## src/rtl/uart_pkg.sv

```systemverilog
// Shared UART receive types, frame constants and baud timing helper.
package uart_pkg;

  localparam int DATA_BITS = 8;

  typedef enum logic [1:0] {
    IDLE,
    START,
    DATA,
    STOP
  } rx_state_t;

  // Truncating division: the receiver samples on whole clock counts.
  function automatic int clks_per_bit(input int clk_mhz, input int baud);
    longint l_clks;
    l_clks = (longint'(clk_mhz) * 64'sd1_000_000) / longint'(baud);
    return int'(l_clks);
  endfunction

endpackage

```

## src/rtl/uart_rx_core.sv

```systemverilog
// 8N1 receiver: 2-flop input synchroniser, mid-bit sampling FSM, LSB-first shift register.
// o_rx_valid / o_frame_err pulse one cycle after the stop-bit sample; there is no backpressure.
module uart_rx_core
  import uart_pkg::*;
#(
  parameter int CLK_FREQ = 25,
  parameter int BAUD     = 115200
) (
  input  logic                 clk,
  input  logic                 rst_n,
  input  logic                 i_rxp,
  output logic                 o_rx_valid,
  output logic [DATA_BITS-1:0] o_rx_data,
  output logic                 o_frame_err
);

  localparam int CLKS_PER_BIT = clks_per_bit(CLK_FREQ, BAUD);
  localparam int HALF_BIT     = CLKS_PER_BIT / 2;
  localparam int CNT_W        = $clog2(CLKS_PER_BIT + 1);
  localparam int IDX_W        = $clog2(DATA_BITS);

  localparam logic [CNT_W-1:0] FULL_TERM = CNT_W'(CLKS_PER_BIT - 1);
  localparam logic [CNT_W-1:0] HALF_TERM = CNT_W'(HALF_BIT - 1);
  localparam logic [CNT_W-1:0] CNT_ONE   = CNT_W'(1);
  localparam logic [IDX_W-1:0] LAST_IDX  = IDX_W'(DATA_BITS - 1);
  localparam logic [IDX_W-1:0] IDX_ONE   = IDX_W'(1);

  logic                 r_sync1;
  logic                 r_sync2;
  rx_state_t            r_state;
  logic [CNT_W-1:0]     r_cnt;
  logic [IDX_W-1:0]     r_bit_idx;
  logic [DATA_BITS-1:0] r_shift;
  logic                 r_armed;
  logic                 r_rx_valid;
  logic                 r_frame_err;

  logic                 w_rx_s;
  rx_state_t            w_state_nxt;
  logic [CNT_W-1:0]     w_cnt_nxt;
  logic [IDX_W-1:0]     w_idx_nxt;
  logic [DATA_BITS-1:0] w_shift_nxt;
  logic                 w_armed_nxt;
  logic                 w_valid_nxt;
  logic                 w_ferr_nxt;

  assign w_rx_s = r_sync2;

  always_ff @(posedge clk) begin
    if (!rst_n) begin
      r_sync1     <= 1'b1;
      r_sync2     <= 1'b1;
      r_state     <= IDLE;
      r_cnt       <= '0;
      r_bit_idx   <= '0;
      r_shift     <= '0;
      r_armed     <= 1'b0;
      r_rx_valid  <= 1'b0;
      r_frame_err <= 1'b0;
    end else begin
      r_sync1     <= i_rxp;
      r_sync2     <= r_sync1;
      r_state     <= w_state_nxt;
      r_cnt       <= w_cnt_nxt;
      r_bit_idx   <= w_idx_nxt;
      r_shift     <= w_shift_nxt;
      r_armed     <= w_armed_nxt;
      r_rx_valid  <= w_valid_nxt;
      r_frame_err <= w_ferr_nxt;
    end
  end

  always_comb begin
    w_state_nxt = r_state;
    w_cnt_nxt   = r_cnt;
    w_idx_nxt   = r_bit_idx;
    w_shift_nxt = r_shift;
    w_armed_nxt = r_armed;
    w_valid_nxt = 1'b0;
    w_ferr_nxt  = 1'b0;
    unique case (r_state)
      // A start edge only counts once the line has been seen idle-high,
      // so a line stuck low after a framing error cannot open a new frame.
      IDLE: begin
        w_cnt_nxt = '0;
        w_idx_nxt = '0;
        if (w_rx_s) begin
          w_armed_nxt = 1'b1;
        end else if (r_armed) begin
          w_armed_nxt = 1'b0;
          w_state_nxt = START;
        end
      end
      START: begin
        if (r_cnt == HALF_TERM) begin
          w_cnt_nxt   = '0;
          w_state_nxt = w_rx_s ? IDLE : DATA;
        end else begin
          w_cnt_nxt = r_cnt + CNT_ONE;
        end
      end
      DATA: begin
        if (r_cnt == FULL_TERM) begin
          w_cnt_nxt              = '0;
          w_shift_nxt[r_bit_idx] = w_rx_s;
          if (r_bit_idx == LAST_IDX) begin
            w_idx_nxt   = '0;
            w_state_nxt = STOP;
          end else begin
            w_idx_nxt = r_bit_idx + IDX_ONE;
          end
        end else begin
          w_cnt_nxt = r_cnt + CNT_ONE;
        end
      end
      STOP: begin
        if (r_cnt == FULL_TERM) begin
          w_cnt_nxt   = '0;
          w_state_nxt = IDLE;
          w_valid_nxt = w_rx_s;
          w_ferr_nxt  = ~w_rx_s;
        end else begin
          w_cnt_nxt = r_cnt + CNT_ONE;
        end
      end
      default: w_state_nxt = IDLE;
    endcase
  end

  // The shift register is not touched again until the next frame's first data
  // sample, so it can drive the byte alongside the valid pulse directly.
  assign o_rx_valid  = r_rx_valid;
  assign o_rx_data   = r_shift;
  assign o_frame_err = r_frame_err;

endmodule

```

## src/rtl/uart_rx_fifo.sv

```systemverilog
// UART receiver feeding a DEPTH-entry byte FIFO; the write lands one cycle after the stop sample, reads are 1-cycle.
// No backpressure to the line: a byte arriving while full (and not being read) is dropped with an overflow pulse.
module uart_rx_fifo
  import uart_pkg::*;
#(
  parameter int CLK_FREQ = 25,
  parameter int BAUD     = 115200,
  parameter int DEPTH    = 16
) (
  input  logic                       clk,
  input  logic                       rst_n,
  input  logic                       i_rxp,
  input  logic                       rd_en,
  output logic [7:0]                 rd_data,
  output logic                       empty,
  output logic [$clog2(DEPTH+1)-1:0] count,
  output logic                       frame_err,
  output logic                       overflow
);

  localparam int PTR_W = $clog2(DEPTH);
  localparam int CNT_W = $clog2(DEPTH + 1);

  localparam logic [CNT_W-1:0] FULL_LVL = CNT_W'(DEPTH);
  localparam logic [CNT_W-1:0] CNT_ONE  = CNT_W'(1);
  localparam logic [PTR_W-1:0] PTR_ONE  = PTR_W'(1);

  logic                 w_rx_valid;
  logic [DATA_BITS-1:0] w_rx_data;
  logic                 w_frame_err;

  logic [DATA_BITS-1:0] r_mem [DEPTH];
  logic [PTR_W-1:0]     r_wptr;
  logic [PTR_W-1:0]     r_rptr;
  logic [CNT_W-1:0]     r_count;
  logic [7:0]           r_rd_data;
  logic                 r_overflow;

  logic w_full;
  logic w_empty;
  logic w_rd;
  logic w_wr;
  logic w_drop;

  uart_rx_core #(
    .CLK_FREQ (CLK_FREQ),
    .BAUD     (BAUD)
  ) u_core (
    .clk         (clk),
    .rst_n       (rst_n),
    .i_rxp       (i_rxp),
    .o_rx_valid  (w_rx_valid),
    .o_rx_data   (w_rx_data),
    .o_frame_err (w_frame_err)
  );

  assign w_full  = (r_count == FULL_LVL);
  assign w_empty = (r_count == '0);
  assign w_rd    = rd_en && !w_empty;
  // A same-cycle read frees the head slot, so a write into a full FIFO is still taken.
  assign w_wr    = w_rx_valid && (!w_full || w_rd);
  assign w_drop  = w_rx_valid && w_full && !w_rd;

  always_ff @(posedge clk) begin
    if (!rst_n) begin
      r_wptr     <= '0;
      r_rptr     <= '0;
      r_count    <= '0;
      r_rd_data  <= '0;
      r_overflow <= 1'b0;
    end else begin
      if (w_wr) begin
        r_wptr <= r_wptr + PTR_ONE;
      end
      if (w_rd) begin
        r_rptr    <= r_rptr + PTR_ONE;
        r_rd_data <= r_mem[r_rptr];
      end
      unique case ({w_wr, w_rd})
        2'b10:   r_count <= r_count + CNT_ONE;
        2'b01:   r_count <= r_count - CNT_ONE;
        default: r_count <= r_count;
      endcase
      r_overflow <= w_drop;
    end
  end

  always_ff @(posedge clk) begin
    if (w_wr) begin
      r_mem[r_wptr] <= w_rx_data;
    end
  end

  assign rd_data   = r_rd_data;
  assign empty     = w_empty;
  assign count     = r_count;
  assign frame_err = w_frame_err;
  assign overflow  = r_overflow;

endmodule

```

## config.mk

```make
export PLATFORM = sky130hd
export DESIGN_NAME = uart_rx_fifo
export DESIGN_NICKNAME = d
export VERILOG_FILES = /design/src/rtl/uart_pkg.sv /design/src/rtl/uart_rx_core.sv /design/src/rtl/uart_rx_fifo.sv
export SDC_FILE = /design/constraint.sdc
export NUM_CORES = 1
export LEC_CHECK = 0
export BUFFER_PORTS_ARGS = -buffer_cell sky130_fd_sc_hd__buf_2
export CORE_ASPECT_RATIO = 1.2
export CORE_MARGIN = 4
export CORE_UTILIZATION = 33
export CTS_BUF_LIST = sky130_fd_sc_hd__clkbuf_8 sky130_fd_sc_hd__clkbuf_16
export DETAILED_ROUTE_END_ITERATION = 7
export MAX_ROUTING_LAYER = met4
export PLACE_DENSITY = 0.59
export SLEW_MARGIN = 20
export SYNTH_ARGS = -nofsm -noshare
export SYNTH_HDL_FRONTEND = slang
export SYNTH_SLANG_ARGS = --single-unit
export TNS_END_PERCENT = 1
```

## constraint.sdc

```tcl
create_clock -name clk -period 3.01 [get_ports clk]
set_input_delay 0.301 -clock clk [delete_from_list [all_inputs] [get_ports clk]]
set_output_delay 0.301 -clock clk [all_outputs]
set_load 0.005 [all_outputs]
```

==> summary.md <==
| Metric | Value |
|---|---|
| CTS tree | `yes` |
| Logic pwr share | `less than 1%` |
| Syn Area/Cell | `14.1 um^2` |
| Die Height | `170 um` |
| Ys async rst share | `0%` |
| Pint | `4.03 mW` |
| Worst EP required | `3.36 ns` |
| Most common cell in the netlist | `edfxtp_1` |
| Top cell type by total area after synthesis | `edfxtp_1` |
| Cts repair resizes | `0` |
| Top post-synthesis cells by area | `edfxtp_1 53%, dfxtp_1 13%, mux4_2 5.0%` |
| Final Cycle Share | `85.7%` |
| Total Routing Usage GR | `13.6%` |
| Worst Skew | `0.00503 ns` |
| Post-synth EDFFs | `128` |
| CTS sink cnt | `176` |
| Clock Path Buffers | `2` |
| Fillers | `between 1500 and 2000` |
| Post-DP Area | `7610 um^2` |
| Relative slew slack | `29.6%` |
| Clk pin slew, worst setup/hold paths | `roughly 0.06 ns` |
| Top FF cell, synth | `edfxtp_1` |
| H-tree Lvls | `4` |
| Area added between synthesis and finish | `14.8%` |
| Hold path cells | `2` |
| CORE AREA | `21200 um^2` |
| Critical Path AT | `between 2 and 3 ns` |
| CP Capture Type | `register` |
| First-pass GRT wire length | `between 20000 and 25000 um` |
| Initial Util | `34.0%` |
| Syn nets | `526` |
| Largest net degree at the start of global routing | `31` |
| Fmax achieved | `388 MHz` |
| Seq pwr share | `52.1%` |
| GRT overflow | `0` |
| Max-cap violation count | `0` |
| RSZ-0062 raised after global routing | `no` |
| NumNets Final | `546` |
| Clk root buf | `clkbuf_16` |
| Post-Syn Area | `7200 um^2` |
| Commonest cells post-synth | `128 x edfxtp_1, 48 x dfxtp_1, 35 x mux2i_1, 31 x nor2_1, 26 x a21oi_1` |
| Final Cell Area | `between 8000 and 9000 um^2` |
| Vias in the first global route | `4219` |
| Vias post-DR | `approximately 4300` |
| Hold Crit Start | `i_rxp` |
| Crit-path max FO | `9` |
| Vias per inst | `between 5 and 6` |
| Maximum VDD drop | `0.000271 V` |
| Num CTS Buffers | `17` |
| P_sw | `roughly 0.90 mW` |
| Pwr per Cell Area | `about 600 nW/um^2` |
| Unique masters post-synth | `52` |
| # IOs | `20` |
| Final worst path period need | `approximately 2.6 ns` |
| Setup TNS | `0 ns` |
| Worst Max-Slew Pin Slew | `1.05 ns` |
| Antenna cells | `0` |
| Clk pwr share | `47.3%` |
| I/O Buffers | `19` |
| Total wire length | `15400 um` |
| Final hold vios | `0` |
| Full die area | `24300 um^2` |
| Share of cells above drive strength 1 | `14.9%` |
| Worst setup path start | `count[0]$_SDFFE_PN0P_` |
| Antenna viol nets, final | `0` |
| Sw frac | `between 10% and 20%` |
| # setup viols final | `0` |
| Initial antenna violation count | `0` |
| Cts hold-fix bufs | `0` |
| Iter 0 DRT Violations | `376` |
| DIE WIDTH | `143 um` |
| DRC Markers | `0` |
| Worst skew pair latency | `0.42 ns` |
| Overall power | `4.93 mW` |
| Reg2Reg Launch Point | `count[0]$_SDFFE_PN0P_` |
| Fin cells | `815` |
| DRT Pass-1 Iters | `4` |
| Post-synthesis sequential area ratio | `66.7%` |
| Crit path launch type | `register` |
| Worst hold-check path type | `primary input to register` |
| Placed Instances | `783` |
| GP Congestion | `0.802` |
| Fin util | `39.0%` |
| Synth top area share | `roughly 53%` |
| Routed len/inst | `18.9 um` |
| Syn Inst Count | `512` |
| Syn. warnings | `0` |
| Row count | `58` |
| Synth Register Bits | `176` |
| Slew Viols, Final | `0` |
| Setup CP Type | `register to register` |
| R2r worst-path depth | `9` |
| Leak | `~2.7 nW` |
| Hpwl dp | `10200 um` |
| Setup Buffers After CTS | `0` |
| Outcome | `complete, no violations` |
[cell type report]
type	count	area, um^2	share of cell area, %
repair buffers	31	198	2.39
clock buffers	23	553	6.69
clock inverters	9	100	1.21
multi-input cells	294	2230	26.9
flip-flops and latches	176	4810	58.1
well taps	270	338	4.09
inverters	12	45.0	0.545
[flip-flops by register name, summed over array words and instances (netlist names), 3 cells and up, named ones only]
signal / count
count: 5
r_mem: 128
r_rptr: 4
r_wptr: 4
rd_data: 8
u_core.o_rx_data: 8
u_core.r_bit_idx: 3
u_core.r_cnt: 8
[cells by family after synthesis]
family | share of synthesized area (%)
buffers and inverters | 2.35
AO/OA/AOI/OAI | 7.79
multiplexers | 10.3
AND/OR/NAND/NOR | 9.59
adder cells (fa/ha/maj) | 1.74
XOR/XNOR | 1.46
flip-flops | 66.7
[per-stage QoR]
step	worst slack, ns	hold WS, ns
6_report	0.431	0.0591
5_1_grt	0.243	0.0416
4_1_cts	0.434	0.0402
3_5_place_dp	0.452	0.397
3_3_place_gp	0.526	0.394
2_1_floorplan	0.553	0.386
[metal layers]
metal	GRT usage [%]	share of wire [%]	vias up
met5	-	0	-
met3	3.13	3.2	26
met2	23.4	55	74
met4	5.46	2.3	0
li1	-	-	1999
met1	15.1	39	2178
[power groups by stage]
stage / sequential, mW / combinational, mW / clock [mW]
after global placement: 2.62 / 0.0254 / 0
after global routing: 2.57 / 0.0293 / 2.48
after CTS: 2.57 / 0.0264 / 2.37
after detailed placement: 2.63 / 0.0263 / 0
after floorplan: 2.62 / 0.0185 / 0
final: 2.57 / 0.0260 / 2.34
[worst paths after layout]
kind | to | slack, ns
max | count[4]$_SDFFE_PN0P_ | 0.43
min | u_core.r_sync1$_SDFF_PN1_ | 0.06
max reg2reg | count[4]$_SDFFE_PN0P_ | 0.43
min reg2reg | u_core.r_sync2$_SDFF_PN1_ | 0.41
[placed cells by master, fill, tap and decap left out, types with 10 or more instances in the layout]
master / Yosys / final
a21oi_1: 26 / 26
clkbuf_16: 0 / 21
inv_1: 11 / 15
mux4_2: 16 / 16
dfxtp_1: 48 / 47
nand2_1: 20 / 20
buf_2: 6 / 19
nand3_1: 15 / 15
nor2_1: 31 / 31
edfxtp_1: 128 / 128
nor3_1: 15 / 15
ha_1: 10 / 10
o21ai_0: 17 / 17
o22ai_1: 16 / 16
mux2i_1: 35 / 35
buf_4: 1 / 11
[worst max-delay path, cell delays in order (launching register included)]
cell and delay, ns:
dfxtp_1 0.38, or4_1 0.58, o21ai_2 0.16, nor2_1 0.07, xor2_1 0.17, ha_1 0.23, nor4b_1 0.45, nand3_1 0.14
a21o_1 0.19, a21oi_1 0.13
(Power assumes the default switching activity.)
